`config.mk`:
```
export PLATFORM = sky130hd
export DESIGN_NAME = w_input_conditioner
export DESIGN_NICKNAME = d
export VERILOG_FILES = /design/src/rtl/w_input_conditioner.sv
export SDC_FILE = /design/constraint.sdc
export NUM_CORES = 1
export LEC_CHECK = 0
export ABC_CLOCK_PERIOD_IN_PS = 5300
export CORE_ASPECT_RATIO = 1.2
export CORE_MARGIN = 2
export CORE_UTILIZATION = 58
export CTS_CLUSTER_SIZE = 10
export DETAILED_ROUTE_END_ITERATION = 8
export GPL_TIMING_DRIVEN = 1
export PLACE_DENSITY = 0.77
export SYNTH_ARGS = -nofsm -noshare
export SYNTH_HDL_FRONTEND = slang
export SYNTH_SLANG_ARGS = --single-unit
```
`constraint.sdc`:
```
create_clock -name Clock -period 5.3 [get_ports Clock]
set_input_delay 1.06 -clock Clock [delete_from_list [all_inputs] [get_ports Clock]]
set_output_delay 1.06 -clock Clock [all_outputs]
set_load 0.005 [all_outputs]
```
`src/rtl/w_input_conditioner.sv`:
```
// w_input_conditioner: synchronizes and debounces a raw async input into the clean level w.
// Ports: Clock (rising edge), Resetn (async active-low), raw_in (async, may bounce),
//        w (debounced level), w_rise/w_fall (one-cycle edge pulses),
//        glitch_cnt (saturating rejected-glitch count, only when GLITCH_COUNT_EN is defined).
module w_input_conditioner #(
  parameter int DEBOUNCE_CYCLES = 4,
  parameter int CNT_W = 16
) (
  input  logic Clock,
  input  logic Resetn,
  input  logic raw_in,
  output logic w,
  output logic w_rise,
  output logic w_fall
`ifdef GLITCH_COUNT_EN
  ,
  output logic [7:0] glitch_cnt
`endif
);
  typedef enum logic [1:0] {S_LOW = 2'b00, S_RISE = 2'b01, S_HIGH = 2'b10, S_FALL = 2'b11} state_t;
  localparam logic [CNT_W-1:0] LAST = CNT_W'(DEBOUNCE_CYCLES - 1);
  logic sync1, sync2, s;
  state_t state, state_n;
  logic [CNT_W-1:0] cnt, cnt_n;
  logic w_n, rise_n, fall_n;
  assign s = sync2;
  always_ff @(posedge Clock or negedge Resetn)
    if (!Resetn) begin
      sync1 <= 1'b0;
      sync2 <= 1'b0;
      state <= S_LOW;
      cnt <= '0;
      w <= 1'b0;
      w_rise <= 1'b0;
      w_fall <= 1'b0;
    end else begin
      sync1 <= raw_in;
      sync2 <= sync1;
      state <= state_n;
      cnt <= cnt_n;
      w <= w_n;
      w_rise <= rise_n;
      w_fall <= fall_n;
    end
  // A reversal on the terminal-count edge is tested first, so the glitch path wins.
  always_comb begin
    state_n = state;
    cnt_n = cnt;
    w_n = w;
    rise_n = 1'b0;
    fall_n = 1'b0;
    case (state)
      S_LOW:
        if (s) begin
          state_n = S_RISE;
          cnt_n = '0;
        end
      S_RISE:
        if (!s) state_n = S_LOW;
        else if (cnt == LAST) begin
          state_n = S_HIGH;
          w_n = 1'b1;
          rise_n = 1'b1;
        end else cnt_n = cnt + 1'b1;
      S_HIGH:
        if (!s) begin
          state_n = S_FALL;
          cnt_n = '0;
        end
      S_FALL:
        if (s) state_n = S_HIGH;
        else if (cnt == LAST) begin
          state_n = S_LOW;
          w_n = 1'b0;
          fall_n = 1'b1;
        end else cnt_n = cnt + 1'b1;
    endcase
  end
`ifdef GLITCH_COUNT_EN
  logic glitch;
  assign glitch = (state == S_RISE && !s) || (state == S_FALL && s);
  always_ff @(posedge Clock or negedge Resetn)
    if (!Resetn) glitch_cnt <= '0;
    else if (glitch && glitch_cnt != 8'hFF) glitch_cnt <= glitch_cnt + 1'b1;
`endif
endmodule

```
==> impl_metrics.toml <==
[setup_path]
rrSetupSlack_ns = 2.82
cp_num_buf_inv = 1
worstRegToRegCells = 6
cp_slowest_cell = "a41o_1"
end_kind = "flip-flop"
setup.worst_path.end = "cnt[13]"
critPathLaunch = "cnt[0]"
criticalPathCategory = "flip-flop to flip-flop"
cp.depth = 6
cp.required_ns = 5.48
slowest_delay_ns = 0.68
crit_family = "compound AO/OA/AOI/OAI gates"
r2r-end = "cnt[13]"
cp_max_fo = 20
crit_chain = "ha_1, nor4b_1, a41o_1, inv_2, nand4_1, o311ai_0"
start_kind = "flip-flop"
worstPathArrival_ns = 2.66
regToRegStartpoint = "cnt[0]"

[global_route]
grt_max_degree = 24
overflow = 0
grt_antenna_before_repair = 0
grt_pass1_wl_um = 4240
grt_pass1_vias = 915
grt_usage_pct = 23.5

[timing]
final-max-slew-violation-count = 0
worst_pin_slew_ns = 0.981
hold_viol_final = 0
relSlewSlack_pct = 34.4
post-route-period-util_pct = 46.9
skew_ns = 0.00441
setup-violations-final = 0
fmax_mhz = 403
layout_setup_ws_ns = 2.82
layout_min_cycle_time_ns = 2.48
setup_tns_ns = 0
rsz0062_at_grt = "no"

[cts]
clockBufferDepth = 2
insertion_delay_ns = 0.31
post_cts_buffers = 0
ctsHoldBuffers = 0
clock-sinks = 23
numCtsBuffers = 3
cts-root-buf = "clkbuf_4"
post_cts_resized = 0
cts_tree = "built"
cts.reportedPaths.clkPinSlew_ns = 0.13
ctsHtreeMaxLevel = 1

[synthesis]
yosys_warnings = 0
synth_cells = 137
synth_edf_count = 0
syn_area_um2 = 1260
async_flop_share_pct = 100
avgSynthCellArea_um2 = 9.21
synthFlopType = "dfrtp_1"
ys_ff_latch = 23
synth.distinct_cells = 33
synth_nets = 141
ys_seq_area_share_pct = 45.6

[detailed_routing]
ant_nets = 0
drt-wirelength-per-cell_um = 14.9
routed_via_density = 6.29
drtPass1Iterations = 4
drt-total-wl_um = 2520
vias = 1063
remaining_drc_errors = 0
drtIter0Drc = 33

[die]
fp.dieW_um = 46.6
ios = 6
core_area_um2 = 2050
die-area_um2 = 2570
dieHeight_um = 55.1
start_util_pct = 61.5
rows = 18

[place]
port_buffers = 5
place.gp.congestion = 0.881
dp_hpwl_um = 1750
dpl_worst_slack_ns = 2.88

[power_and_ir_drop]
peakVddDrop_mv = 0.244
finalPower_mw = 0.430
leakagePower_nw = 0.537
power.density_nw_per_um2 = 328

[finish]
syn_to_final_growth_pct = 3.87
fin_nets = 144
utilization_pct = 63.9
drive_gt1_share_pct = 5.76
diodes = 0

[min_path]
hold_class = "flip-flop to flip-flop"

[flow_run]
drv_cap = 0

[run_status]
status = "completed"
[how the worst min path moves through the flow]
| stage | start | to | depth (start not counted) |
|---|---|---|---|
| floorplan | sync1 | s | 0 |
| global placement | sync1 | s | 0 |
| detailed placement | sync1 | s | 0 |
| CTS | sync1 | s | 0 |
| global route | sync1 | s | 0 |
| finish | sync1 | s | 0 |
[worst reg2reg max path, stage by stage (launching register included)]
cell	delay, ns
dfrtp_1	0.45
ha_1	0.31
nor4b_1	0.45
a41o_1	0.68
inv_2	0.20
nand4_1	0.14
o311ai_0	0.13
[report_power, final]
group	switching, mW	internal (mW)	leakage (nW)
Clock	0.0530	0.0282	0.0177
Sequential	0.0420	0.194	0.305
Combinational	0.0779	0.0355	0.214
Total	0.173	0.257	0.537
[synth_stat cells (2+ instances only)]
cell type | n | area [um^2]
inv_1 | 3 | 11.3
mux2i_1 | 2 | 20.0
nand4b_1 | 3 | 26.3
buf_2 | 2 | 10.0
nor4b_1 | 2 | 17.5
nor3_1 | 2 | 10.0
a21oi_1 | 4 | 20.0
nor4_1 | 6 | 37.5
o21ai_0 | 9 | 45.0
nand3_1 | 8 | 40.0
nor2_1 | 8 | 30.0
nand4_1 | 8 | 50.1
o211ai_1 | 5 | 37.5
or4_1 | 3 | 22.5
dfrtp_1 | 23 | 576
nand3b_1 | 2 | 15.0
buf_6 | 5 | 56.3
nand2_1 | 27 | 101
[state kept, by name, indices dropped and copies added (netlist names), named ones only]
signal,count
w,1
w_fall,1
w_rise,1
sync1,1
state,1
cnt,16
s,1
[final cells by class]
class	instances	area [um^2]
Clock buffer	3	22.5
Clock inverter	1	5.00
Fill cell	181	739
Inverter	4	15.0
Multi-Input combinational cell	103	604
Sequential cell	23	576
Tap cell	30	37.5
Timing Repair Buffer	5	50.0
[placed cells by master, fill, tap and decap left out, types with 4 or more instances in the layout]
cell type / Yosys / layout
nand2_1: 27 / 27
dfrtp_1: 23 / 23
o21ai_0: 9 / 9
nand4_1: 8 / 8
nor2_1: 8 / 8
nand3_1: 8 / 8
nor4_1: 6 / 6
o211ai_1: 5 / 5
clkdlybuf4s50_1: 0 / 5
a21oi_1: 4 / 4
[per-layer routing]
layer	vias up	wire, um	GRT usage [%]
met2	33	1270	40.3
met3	4	104	2.92
met5	-	0	0
li1	509	-	-
met1	517	1110	30.0
met4	0	29	8.57
[through the flow]
step	hold WS (ns)	instances	area [um^2]
3_5_place_dp	0.343	165	1280
5_1_grt	0.383	169	1310
2_1_floorplan	0.331	137	1260
4_1_cts	0.371	169	1310
6_report	0.369	169	1310
3_3_place_gp	0.334	165	1280
[cell families after synthesis]
logic type | Yosys count | share of synthesized area, %
flip-flops | 23 | 45.6
XOR/XNOR | 1 | 0.695
multiplexers | 2 | 1.59
AND/OR/NAND/NOR | 77 | 33.8
adder cells (fa/ha/maj) | 1 | 0.992
buffers and inverters | 11 | 6.45
AO/OA/AOI/OAI | 22 | 10.8
Note: power is estimated with default switching activity, not from simulation.
